File: config.mk
export PLATFORM = sky130hd
export DESIGN_NAME = dc_huffman_encoder
export DESIGN_NICKNAME = d
export VERILOG_FILES = /design/src/rtl/dc_huffman_encoder.sv
export SDC_FILE = /design/constraint.sdc
export NUM_CORES = 1
export LEC_CHECK = 0
export CAP_MARGIN = 40
export CORE_MARGIN = 3
export CORE_UTILIZATION = 37
export DETAILED_ROUTE_END_ITERATION = 10
export GPL_TIMING_DRIVEN = 0
export HOLD_SLACK_MARGIN = 0.12
export PLACE_DENSITY = 0.68
export RECOVER_POWER = 25
export REMOVE_ABC_BUFFERS = 1
export SYNTH_ARGS = -nofsm -noshare
export SYNTH_HDL_FRONTEND = slang
export SYNTH_SLANG_ARGS = --single-unit
File: constraint.sdc
create_clock -name clk -period 1.9 [get_ports clk]
set_clock_uncertainty 0.15 [all_clocks]
set_input_delay 0.19 -clock clk [delete_from_list [all_inputs] [get_ports clk]]
set_output_delay 0.19 -clock clk [all_outputs]
set_load 0.01 [all_outputs]
File: src/rtl/dc_huffman_encoder.sv
// Bit-serial JPEG luminance DC Huffman encoder.
// Emits code MSB-first, then category amplitude bits MSB-first.
module dc_huffman_encoder #(
  parameter int AMP_W   = 11,
  parameter int MAX_CAT = 11
) (
  input  logic             clk,
  input  logic             rst_n,
  input  logic             in_valid,
  output logic             in_ready,
  input  logic [3:0]       category,
  input  logic [AMP_W-1:0] amplitude,
  output logic             bit_out,
  output logic             bit_valid,
  input  logic             bit_ready,
  output logic             bit_last,
  output logic             err
);

  typedef enum logic [1:0] {
    IDLE,
    CODE,
    AMP
  } state_t;

  localparam logic [3:0] MAX_C = 4'(MAX_CAT);

  state_t           state;
  state_t           state_nx;
  logic [8:0]       sr;
  logic [3:0]       cnt;
  logic [3:0]       cat_q;
  logic [3:0]       idx;
  logic [AMP_W-1:0] amp_q;
  logic             err_q;
  logic [8:0]       lut_code;
  logic [3:0]       lut_len;
  logic             legal;
  logic             accept;
  logic             xfer;

  // Standard luminance DC table, code left-aligned in 9 bits.
  always_comb begin
    lut_code = 9'b0;
    lut_len  = 4'd2;
    case (category)
      4'd0:    begin lut_code = 9'b000000000; lut_len = 4'd2; end
      4'd1:    begin lut_code = 9'b010000000; lut_len = 4'd3; end
      4'd2:    begin lut_code = 9'b011000000; lut_len = 4'd3; end
      4'd3:    begin lut_code = 9'b100000000; lut_len = 4'd3; end
      4'd4:    begin lut_code = 9'b101000000; lut_len = 4'd3; end
      4'd5:    begin lut_code = 9'b110000000; lut_len = 4'd3; end
      4'd6:    begin lut_code = 9'b111000000; lut_len = 4'd4; end
      4'd7:    begin lut_code = 9'b111100000; lut_len = 4'd5; end
      4'd8:    begin lut_code = 9'b111110000; lut_len = 4'd6; end
      4'd9:    begin lut_code = 9'b111111000; lut_len = 4'd7; end
      4'd10:   begin lut_code = 9'b111111100; lut_len = 4'd8; end
      4'd11:   begin lut_code = 9'b111111110; lut_len = 4'd9; end
      default: begin lut_code = 9'b0;        lut_len = 4'd2; end
    endcase
  end

  assign legal  = (category <= MAX_C);
  assign accept = in_valid && (state == IDLE);
  assign xfer   = bit_valid && bit_ready;
  assign err    = err_q;

  // State register.
  always_ff @(posedge clk or negedge rst_n) begin
    if (!rst_n) state <= IDLE;
    else        state <= state_nx;
  end

  // Next-state and serial outputs from registered state.
  always_comb begin
    state_nx  = state;
    in_ready  = 1'b0;
    bit_valid = 1'b0;
    bit_out   = 1'b0;
    bit_last  = 1'b0;
    unique case (state)
      IDLE: begin
        in_ready = 1'b1;
        if (in_valid && legal) state_nx = CODE;
      end
      CODE: begin
        bit_valid = 1'b1;
        bit_out   = sr[8];
        bit_last  = (cnt == 4'd1) && (cat_q == 4'd0);
        if (bit_ready && cnt == 4'd1)
          state_nx = (cat_q == 4'd0) ? IDLE : AMP;
      end
      AMP: begin
        bit_valid = 1'b1;
        bit_out   = amp_q[idx];
        bit_last  = (idx == 4'd0);
        if (bit_ready && idx == 4'd0) state_nx = IDLE;
      end
      default: state_nx = IDLE;
    endcase
  end

  // Symbol latch, code shifter, amplitude index, error pulse.
  always_ff @(posedge clk or negedge rst_n) begin
    if (!rst_n) begin
      sr    <= '0;
      cnt   <= '0;
      cat_q <= '0;
      idx   <= '0;
      amp_q <= '0;
      err_q <= 1'b0;
    end else begin
      err_q <= 1'b0;
      if (accept) begin
        if (legal) begin
          sr    <= lut_code;
          cnt   <= lut_len;
          cat_q <= category;
          amp_q <= amplitude;
          idx   <= (category == 4'd0) ? 4'd0 : 4'(category - 4'd1);
        end else begin
          err_q <= 1'b1;
        end
      end else if (xfer && state == CODE) begin
        sr  <= {sr[7:0], 1'b0};
        cnt <= cnt - 4'd1;
      end else if (xfer && state == AMP) begin
        if (idx != 4'd0) idx <= idx - 4'd1;
      end
    end
  end

endmodule

# Word level (Yosys, flattened, before mapping)
# Memories as Yosys holds them, arrays and structs flattened.
# Index checks and enable logic that the tools add are counted.
dict set report word_totals {
  output_inout_bits 5
  ff_bits 35
  n_memories 1
  inputBits 19
  romBits 192
  word_cells 67
}
dict set report classes {
  addsub 3
  muxes 25
  n_eq_ne 8
  magnitude_cmp 2
  n_reduce_logical 21
}
# name depth width rd rd_clocked_by_memory_dff wr line_no
set mem_list {}
lappend mem_list {{(no name shown)} 16 12 1 0 0 46} ;# case (category)
# op n
set ops {}
lappend ops {{two-way mux 4 bit} 9}
lappend ops {{two-way mux 9 bit} 3}
lappend ops {{zero test 4 bit} 3}
lappend ops {{subtractor 4 x 1 -> 4 bit, second input constant} 3}
lappend ops {{logical AND 1 bit} 8}
lappend ops {{two-way mux 2 bit} 4}
lappend ops {{!= test 2 bit, second input constant} 4}
lappend ops {{one-hot mux 2 bit (3 select lines)} 1}
lappend ops {{nonzero test 2 bit} 3}
lappend ops {{less-than comparator 4 x 5 -> 1 bit, second input constant} 1}
lappend ops {{two-way mux 1 bit} 5}
lappend ops {{binary-select mux 1 bit (select 4 bit)} 1}
lappend ops {{equality test 4 x 1 -> 1 bit, second input constant} 1}
lappend ops {{<= comparator 4 bit, second input constant} 1}
lappend ops {{one-hot mux 1 bit (2 select lines)} 2}
lappend ops {{AND reduction 2 bit} 2}
lappend ops {{AND reduction 4 bit} 1}
lappend ops {{nonzero test 4 bit} 1}
lappend ops {{AND reduction 3 bit} 1}
lappend ops {{equality test 2 x 1 -> 1 bit, second input constant} 1}
lappend ops {{equality test 2 bit, second input constant} 1}
lappend ops {{zero test 2 bit} 1}
lappend ops {{!= test 2 x 1 -> 1 bit, second input constant} 1}
lappend ops {{OR reduction 2 bit} 1}

# Longest topological paths before layout
# Gate-level depths: netlist of the first run.
dict set report logic_depth {
  ltp_word 8
  mapped_depth 8
  mapped_depth_nobuf 7
}

# Least setup slack after synthesis of the first run
# No wires, ideal clock.
dict set report synth_path {
  path_type {reg2reg}
  startpoint {reg state[0]}
  endpoint {reg idx[3]}
  setup_ns 0.121
  arrival_ns 1.507
  setup_slack_ns 0.122
  synth_period_minus_slack_ns 1.778
  stages_incl_launch_ff 7
  t_required_ns 1.629
  n_path_buf 0
  path_cell_list {dfrtp_1 -> inv_1 -> ha_1 -> nand3b_1 -> o32ai_4 -> o21ai_1 -> a22o_1}
}
dict set report synth_via {
  elab_chain_len 7
  elab_cells_between_ends 15
  cone_classes {eq/ne (4); mux (2); reduce/logical (9)}
}
# item line_no
set synth_lines {}
lappend synth_lines {{from (decl)} 28} ;# state_t state;
lappend synth_lines {{from (signal assigned)} 71} ;# else state <= state_nx;
lappend synth_lines {{equality test 2 x 1 -> 1 bit or equality test 2 bit (tied branches)} 81} ;# unique case (state)
lappend synth_lines {{OR reduction 2 bit (no source line) (*)} n/a}
lappend synth_lines {{two-way mux 1 bit (*)} 81}
lappend synth_lines {{via bit_valid} 14} ;# output logic bit_valid,
lappend synth_lines {{logical AND 1 bit (*)} 65} ;# assign xfer = bit_valid && bit_ready;
lappend synth_lines {{logical AND 1 bit, on equally long branches} {124, 127}}
lappend synth_lines {{!= test 2 bit (no source line) or nonzero test 2 bit (tied branches)} n/a}
lappend synth_lines {{AND reduction 4 bit (no source line) (*)} n/a}
lappend synth_lines {{to (signal assigned)} 120} ;# idx <= (category == 4'd0) ? 4'd0 : 4'(category - 4'd1);
lappend synth_lines {{to (signal assigned)} 128} ;# if (idx != 4'd0) idx <= idx - 4'd1;
lappend synth_lines {{to (decl)} 33} ;# logic [3:0] idx;
# The timed path passes the listed nets; every way through them passes the cells marked *.
# A chain may end at the register's enable or synchronous reset.

# Worst setup path in the final report of the first run
dict set report layout_path {
  startpoint {reg idx[0]}
  endpoint {out bit_out}
}
dict set report layout_via {
  elab_chain_len 3
}
# item line_no
set layout_lines {}
lappend layout_lines {{binary-select mux 1 bit (select 4 bit)} 95} ;# bit_out = amp_q[idx];
lappend layout_lines {{two-way mux 1 bit (not written as such)} 95}
lappend layout_lines {{one-hot mux 1 bit (2 select lines)} 81}
lappend layout_lines {{to (decl)} 13} ;# output logic bit_out,
# Every way passes these cells. The select of a mux whose other input is x is not followed.

==> run metrics, run 1 <==
status complete, but fails checks; failing checks negative setup slack; Remaining DRCs 0; DRT iter0 DRCs 89; core area 5200 um2; Final Cycle Share 109%; CTS tree built; Area Growth Syn to Fin 28.2%; distinct cell type count after synthesis 48; Overflow after GRT 0; normalized max-slew margin 43.0%; die height 80.2 um; Ant. Diodes 0; Detail Route Antenna Nets 0; Slew @ Worst Pin 0.855 ns; cts bufs inserted 5; layout cells sized above 1 17.2%; fmax 0.483 GHz; row cnt 26; synthesized area per cell 8.97 um2; WL final 4.68 mm; global-route wire length before repair 7.76 mm; post-detail-place hpwl 3.05 mm; max_cap viols 0; final-report setup violation count 3; number of synthesized flops with an enable pin 0; IO Pins 24; worst setup margin -0.171 ns; drt wl/cell 14.1 um; final hold violation count 0; ys flop type dfrtp_1; CTS root buf clkbuf_8; crit-path max FO 3; Synth area leaders dfrtp_1, nand2_1, ha_1; Register-to-Register Path Depth 6; Final min period 2.07 ns; Crit path required time 1.56 ns; CTS Sinks 34; register area share after synthesis 41.8%; initial antenna violation count 0; Async S/R FF share, synth 100%; Leakage Power 0.00119 uW; most instantiated library cell after synthesis nand2_1; die width 80.2 um; worst hold path class input port to flip-flop; CP Capture Type output port; kind of critical path flip-flop to output port; unrepaired setup endpoints after global routing yes; most frequent cells after synthesis nand2_1, dfrtp_1, inv_1, nor2_1, ha_1; die area 6430 um2; WHS Path Cells 3; max-slew violation count 0; Initial DRT Pass Iterations 4; Max Buffers Root-to-Sink 2; placed cells 310; PwrDens 1380 nW/um2; Syn Std Cell Area 2040 um2; synthesis-stage register bit count 34; leading area contributor after synthesis dfrtp_1; Yosys Warn Count 0; filler-free cell count of the finished design 331; Syn Inst Count 227; initial core utilization 39.1%; Worst-Skew Late Latency 0.29 ns; Final #Nets 293; Global Route Usage Sum 15.7%; worst vdd ir 0.569 mV; IO Port Bufs 23; GP Congestion 0.824; share of the synthesized area in the top cell type 41.8%; largest net degree at the start of global routing 35; htree depth 2; Worst-path clk slew 0.07 ns; Worst Setup Start Kind flip-flop; Arrival @ worst endpoint 1.73 ns; vias per cell 5.29; via count 1751; vias in the first global route 1671; final hold slack 0.276 ns
timing repair:
action,4_1_cts,5_1_grt
hold buffers,1,0
endpoints found under the setup margin,36,11
gates resized for setup,31,8
buffers inserted,7,4
cloned,1,0
pin swaps,4,0
hold endpoints to repair,34,0
area by class of cell:
type | instances | area, um2
timing repair buffer | 36 | 319
inverter | 16 | 60.1
tap | 70 | 87.6
clock buffer | 8 | 110
fill | 499 | 2590
multi-input combinational | 167 | 1180
sequential | 34 | 853
where the power goes:
group | switching [uW] | leakage (uW) | total [uW] | internal, uW
Sequential | 245 | 0.000419 | 1310 | 1060
Clock | 263 | 0.0000575 | 629 | 366
Combinational | 850 | 0.000712 | 1680 | 828
stage by stage:
stage / area, um2 / power [uW] / util [%] / setup WS [ns] / TNS (ns)
final: 2610 / 3610 / 50.1 / -0.171 / -0.301
after CTS: 2550 / 3560 / 49.0 / -0.186 / -0.379
after floorplan: 1980 / 2250 / - / -0.332 / -3.04
after global routing: 2610 / 3910 / 50.1 / -0.249 / -0.744
after detailed placement: 2300 / 2680 / 44.1 / -0.630 / -16.60
after global placement: 2290 / 2640 / 44.1 / -0.915 / -27.60
layer usage:
layer / wire (um) / global-route usage [%] / vias to the layer above / share of wire [%]
met5: 0 / 0 / - / 0
met4: 115 / 8.28 / 0 / 2.5
met3: 201 / 2.69 / 11 / 4.3
met2: 2170 / 24.3 / 40 / 46
met1: 2190 / 20.9 / 842 / 47
li1: - / - / 858 / -
worst max-delay path, stage by stage (launching register included):
cell and delay, ns:
dfrtp_2 0.38, mux4_2 0.51, nor4bb_1 0.16, a31oi_1 0.15
o41ai_1 0.10, buf_2 0.15
flip-flops by register name (all words and copies together), names as in the netlist:
register	flops
cnt	4
state	2
err	1
idx	4
sr	8
amp_q	11
cat_q	4
worst paths after layout:
kind,from,to,slack [ns]
setup / recovery,idx[0],bit_out,-0.17
hold / removal,amplitude[1],amp_q[1],0.28
setup reg to reg,state[0],idx[3],-0.02
hold reg to reg,amp_q[2],amp_q[2],0.32
max in group asynchronous,rst_n,idx[0],0.62
min in group asynchronous,rst_n,sr[3],0.40
logic make-up (layout without fill, tap and decap cells):
kind of cell / Yosys count / count (layout) / share of synthesized area [%]
adder cells (fa/ha/maj): 14 / 14 / 8.60
buffers and inverters: 27 / 60 / 5.90
flip-flops: 34 / 34 / 41.8
AND/OR/NAND/NOR: 93 / 93 / 20.6
XOR/XNOR: 1 / 1 / 0.430
AO/OA/AOI/OAI: 53 / 54 / 18.9
multiplexers: 5 / 5 / 3.75
layout by cell type (no fill, tap or decap), types with 4 or more instances in the layout:
cell,Yosys,routed
buf_4,0,11
dfrtp_1,34,32
ha_1,14,10
nor2_1,16,15
clkbuf_8,0,8
clkdlybuf4s50_1,0,16
nand2_1,57,55
o21ai_0,11,11
a21oi_1,10,10
nor3_1,4,4
a22o_1,4,4
inv_1,16,15
No activity file was read; power rests on OpenSTA's default activity.
==> inputs of run 2 (changes only) <==
--- a/config.mk
+++ b/config.mk
@@ -7,11 +7,12 @@
 export LEC_CHECK = 0
 export CAP_MARGIN = 40
 export CORE_MARGIN = 3
-export CORE_UTILIZATION = 37
+export CORE_UTILIZATION = 50
+export CTS_BUF_LIST = sky130_fd_sc_hd__clkbuf_4 sky130_fd_sc_hd__clkbuf_8
 export DETAILED_ROUTE_END_ITERATION = 10
 export GPL_TIMING_DRIVEN = 0
 export HOLD_SLACK_MARGIN = 0.12
-export PLACE_DENSITY = 0.68
+export PLACE_DENSITY = 0.84
 export RECOVER_POWER = 25
 export REMOVE_ABC_BUFFERS = 1
 export SYNTH_ARGS = -nofsm -noshare
==> run 2 against run 1 <==
  * The run still ends with negative setup slack left
  * Combinational power about the same
  * Setup slack worse by 0.037 ns
  * Critical endpoint unchanged
  * Largest power group unchanged
  * Sequential power about the same
  * Utilization rose by 17 points
  * Cell area is 2.9% lower
  * Maximum frequency down 1.8%
  * Register-to-register slack barely moved
  * Power decreased by 3.3%
==> run metrics, run 2 (synthesized netlist as in run 1, its figures left out) <==
layout cells sized above 1 16.7%; core area 3800 um2; CP Capture Type output port; IO Port Bufs 23; final-report setup violation count 4; status complete, but fails checks; die height 69.8 um; Hold Path End amp_q[2]; vias per cell 5.73; via count 1747; fmax 0.474 GHz; Slew @ Worst Pin 0.814 ns; worst hold path class input port to flip-flop; worst slack, placed -0.611 ns; DRT iter0 DRCs 138; worst vdd ir 0.623 mV; Register-to-Register Path Depth 7; Remaining DRCs 0; Initial DRT Pass Iterations 4; failing checks negative setup slack; Largest Register amp_q; normalized max-slew margin 45.7%; Worst Setup Start Kind flip-flop; Placed Area 2270 um2; htree depth 2; IO Pins 24; PwrDens 1380 nW/um2; design area 2530 um2; FF-to-FF Start state[0]; most common cell after layout, fill and taps aside nand2_1; Worst-Skew Late Latency 0.29 ns; post-detail-place hpwl 2.97 mm; most frequent cells in the layout nand2_1, dfrtp_1, clkdlybuf4s50_1; global-route wire length before repair 7.96 mm; max reg flops 11; crit-path max FO 2; initial core utilization 53.6%; CTS tree built; CTS Sinks 34; die area 4870 um2; Global Route Usage Sum 20.3%; flop-to-flop setup slack -0.02 ns; row cnt 22; worst setup margin -0.208 ns; max-slew violation count 0; unrepaired setup endpoints after global routing yes; Crit path required time 1.56 ns; Worst R2R End idx[1]; vias in the first global route 1694; Worst-path clk slew 0.06 ns; Overflow after GRT 0; drt wl/cell 15.2 um; Detail Route Antenna Nets 0; WHS Path Cells 3; Hold Crit Start amplitude[2]; die width 69.8 um; Ant. Diodes 0; top flop regs amp_q: 11 flops, sr: 8 flops; initial antenna violation count 0; Final Cycle Share 111%; Final #Nets 290; FILL cells 298; WL final 4.63 mm; CTS root buf clkbuf_8; Leakage Power 0.00116 uW; final hold violation count 0; max_cap viols 0; kind of critical path flip-flop to output port; Area Growth Syn to Fin 24.5%; largest net degree at the start of global routing 35; Arrival @ worst endpoint 1.77 ns; Final min period 2.11 ns; Max Buffers Root-to-Sink 2; GP Congestion 0.849; cts bufs inserted 5
==> run 2: worst max path at each step <==
stage / cells after the start / endpoint / slack [ns] / start
3_3_place_gp: 5 / sr[7] / -0.83 / in_valid
4_1_cts: 5 / bit_out / -0.19 / idx[0]
6_report: 5 / bit_out / -0.21 / idx[0]
3_5_place_dp: 5 / idx[0] / -0.61 / in_valid
2_1_floorplan: 6 / idx[2] / -0.33 / state[0]
5_1_grt: 5 / bit_out / -0.31 / idx[0]
==> run 2: repair_timing <==
| item | CTS | global route |
|---|---|---|
| pin swaps | 5 | 0 |
| setup endpoints to repair | 36 | 22 |
| resized for setup | 33 | 6 |
| endpoints found under the hold margin | 34 | 0 |
| cloned | 1 | 0 |
| buffers inserted | 8 | 0 |
| hold buffers | 1 | 0 |
==> run 2: cell type report <==
class / instances / area, um2 / area share (%)
Multi-Input combinational cell: 167 / 1180 / 46.6
Sequential cell: 34 / 853 / 33.7
Timing Repair Buffer: 33 / 295 / 11.6
Clock buffer: 7 / 83.8 / 3.31
Inverter: 16 / 60.1 / 2.37
Tap cell: 48 / 60.1 / 2.37
==> run 2: worst max-delay path, cell delays in order (launching register included) <==
cell,delay (ns)
dfrtp_2,0.37
mux4_2,0.50
nor4bb_2,0.19
a31oi_1,0.17
o41ai_1,0.10
buf_2,0.15
==> run 2: stage by stage <==
| step | hold WS, ns | std cells | power (uW) | TNS (ns) | util [%] |
|---|---|---|---|---|---|
| after CTS | 0.271 | 305 | 3460 | -0.247 | 66.1 |
| after global placement | 0.305 | 287 | 2620 | -24.26 | 59.7 |
| after global routing | 0.273 | 305 | 3790 | -0.829 | 66.7 |
| after floorplan | -0.256 | 216 | 2250 | -3.04 | - |
| after detailed placement | 0.146 | 288 | 2680 | -15.23 | 59.7 |
| final | 0.275 | 305 | 3500 | -0.335 | 66.7 |
==> run 2: layer usage <==
layer / global-route usage, % / vias up / wire length (um)
met5: 0 / - / 0
li1: - / 850 / -
met2: 31.6 / 34 / 2320
met4: 6.38 / 0 / 57
met1: 28.1 / 858 / 2070
met3: 4.64 / 5 / 183
==> run 2: where the power goes <==
group          total, uW  internal [uW]  switching, uW  leakage, uW
logic               1670            793            872     0.000697
clock network        518            280            238    0.0000452
registers           1310           1060            250     0.000419
==> inputs of run 3 (changes only) <==
--- a/config.mk
+++ b/config.mk
@@ -10,11 +10,12 @@
 export CORE_UTILIZATION = 50
 export CTS_BUF_LIST = sky130_fd_sc_hd__clkbuf_4 sky130_fd_sc_hd__clkbuf_8
 export DETAILED_ROUTE_END_ITERATION = 10
-export GPL_TIMING_DRIVEN = 0
+export GPL_TIMING_DRIVEN = 1
 export HOLD_SLACK_MARGIN = 0.12
-export PLACE_DENSITY = 0.84
+export PLACE_DENSITY = 0.82
 export RECOVER_POWER = 25
 export REMOVE_ABC_BUFFERS = 1
+export SETUP_SLACK_MARGIN = 0.1
 export SYNTH_ARGS = -nofsm -noshare
 export SYNTH_HDL_FRONTEND = slang
 export SYNTH_SLANG_ARGS = --single-unit
==> constraint.sdc (replaced) <==
create_clock -name clk -period 2 [get_ports clk]
set_clock_uncertainty 0.15 [all_clocks]
set_input_delay 0.2 -clock clk [delete_from_list [all_inputs] [get_ports clk]]
set_output_delay 0.2 -clock clk [all_outputs]
set_load 0.01 [all_outputs]
==> run 3 against run 2 <==
  * The run still ends with negative setup slack left
  * Sequential power is 3% lower
  * First-iteration DRC count grew 22%
  * Register-to-register slack worse by 0.14 ns
  * Critical endpoint unchanged
  * Setup slack got worse by 0.067 ns
  * Global-route usage up 0.35 points
  * Non-clock buffer count rose by 21
  * Sequential cell count stayed put
  * Largest power group unchanged
  * Utilization increased by 4.5 points
  * Die area did not move
  * Routed wire length up 21%
  * Clock-buffer cell count shrank 1
  * Largest cell class unchanged
==> run metrics, run 3 (synthesized netlist as in run 1, its figures left out) <==
WL final 5.60 mm; die area 4870 um2; max-slew violation count 0; Detail Route Antenna Nets 0; max_cap viols 0; CTS tree built; Arrival @ worst endpoint 1.93 ns; worst setup margin -0.275 ns; Largest Register amp_q; Area Growth Syn to Fin 33.0%; Final Cycle Share 114%; die height 69.8 um; P_sw 1410 uW; Ant. Diodes 0; Leakage Power 0.00128 uW; clock share of power 17.3%; P_int 2290 uW; CP cell instances mux4_2, nor4bb_4, a31oi_1, o41ai_2, buf_2; Final #Nets 310; cts bufs inserted 5; failing checks negative setup slack; placed cells 314; IO Port Bufs 23; multi-input logic area 1150 um2; kind of critical path flip-flop to output port; switching power share of the total 38.1%; Worst-path clk slew 0.07 ns; Register-to-Register Path Depth 10; final-report setup violation count 5; Worst Setup Start Kind flip-flop; vias per cell 5.81; final hold slack 0.292 ns; Max Buffers Root-to-Sink 2; htree depth 2; combinational power share 48.4%; IO Pins 24; Final min period 2.28 ns; unrepaired setup endpoints after global routing yes; drt wl/cell 17.2 um; worst vdd ir 0.855 mV; CTS Sinks 34; GP Congestion 0.835; Overflow after GRT 0; DRT iter0 DRCs 169; global-route wire length before repair 8.16 mm; normalized max-slew margin 44.4%; CP Capture Type output port; post-detail-place hpwl 3.48 mm; worst slack, placed -0.204 ns; crit path buf inv count 1; top flop regs amp_q: 11 flops, sr: 8 flops; Initial DRT Pass Iterations 7; via count 1889; FILL cells 278; status complete, but fails checks; Register Area 851 um2; Crit path required time 1.65 ns; crit-path leading delay family multiplexers; Worst-Skew Late Latency 0.29 ns; max reg flops 11; Crit-path slowest cell mux4_2; Global Route Usage Sum 20.7%; fmax 0.440 GHz; die width 69.8 um; filler-free cell count of the finished design 325; PwrDens 1370 nW/um2; Total Power 3700 uW; core area 3800 um2; row cnt 22; vias in the first global route 1789; initial antenna violation count 0; WP depth 5; Seq pwr share 34.3%; Slew @ Worst Pin 0.833 ns; Remaining DRCs 0; crit-path max FO 2; worst hold path class input port to flip-flop; hold_buf cts 0; largest net degree at the start of global routing 35; most common cell after layout, fill and taps aside nand2_1; WHS Path Cells 3; initial core utilization 53.6%; CTS root buf clkbuf_8; CP max stage delay 0.51 ns; final hold violation count 0; most frequent cells in the layout nand2_1, dfrtp_1, buf_4; layout cells sized above 1 21.7%
-- run 3: cell types whose count changed in the layout (fill, tap and decap cells not counted), sizes merged --
cell           delta
dlygate4sd2       -2
a2bb2oi           -1
clkdlybuf4s50     +2
buf              +21
clkbuf            -1
bufinv            +1
-- run 3: final timing paths --
kind	end	start	slack [ns]
worst min-delay path	amp_q[0]	amplitude[0]	0.29
min in group asynchronous	sr[2]	rst_n	0.39
worst min register to register	sr[7]	sr[7]	0.34
max in group asynchronous	sr[7]	rst_n	0.78
worst max register to register	idx[3]	idx[0]	-0.16
worst max-delay path	bit_out	idx[0]	-0.28
-- run 3: power groups by stage --
stage / registers (uW) / logic [uW] / clock network, uW
floorplan: 1190 / 946 / 0
global placement: 1240 / 1480 / 0
detailed placement: 1250 / 1530 / 0
CTS: 1240 / 1590 / 646
global route: 1310 / 1960 / 667
finish: 1270 / 1790 / 641
-- run 3: through the flow --
| step | utilization, % | cell area (um2) | TNS [ns] |
|---|---|---|---|
| floorplan | - | 1980 | -0.631 |
| global placement | 65.3 | 2480 | -0.252 |
| detailed placement | 65.3 | 2480 | -0.395 |
| CTS | 69.0 | 2620 | -0.237 |
| global route | 71.3 | 2710 | -1.14 |
| finish | 71.3 | 2710 | -0.751 |
-- run 3: repair_timing --
action                                  CTS  global route
gates resized for setup                  14            20
pin swaps                                 2             4
hold endpoints to repair                  0             0
setup buffers                             2             2
endpoints found under the setup margin    6            32
-- run 3: layout make-up --
class	instances	area share, %
well taps	48	2.22
flip-flops and latches	34	31.4
multi-input cells	166	42.3
clock buffers	6	3.05
repair buffers	54	17.6
clock inverters	1	1.11
inverters	16	2.31
-- run 3: worst min-delay path: cells and delay by family --
family / cells / cell delay, ns
buffers and inverters: 1 / 0.39
AND/OR/NAND/NOR: 2 / 0.09
-- run 3: metal layers --
| metal | routed length, um | track usage [%] | up-vias |
|---|---|---|---|
| met3 | 232 | 4.06 | 17 |
| met1 | 2340 | 27.5 | 916 |
| met5 | 0 | 0 | - |
| met4 | 177 | 6.81 | 0 |
| met2 | 2850 | 33.7 | 63 |
| li1 | - | - | 893 |
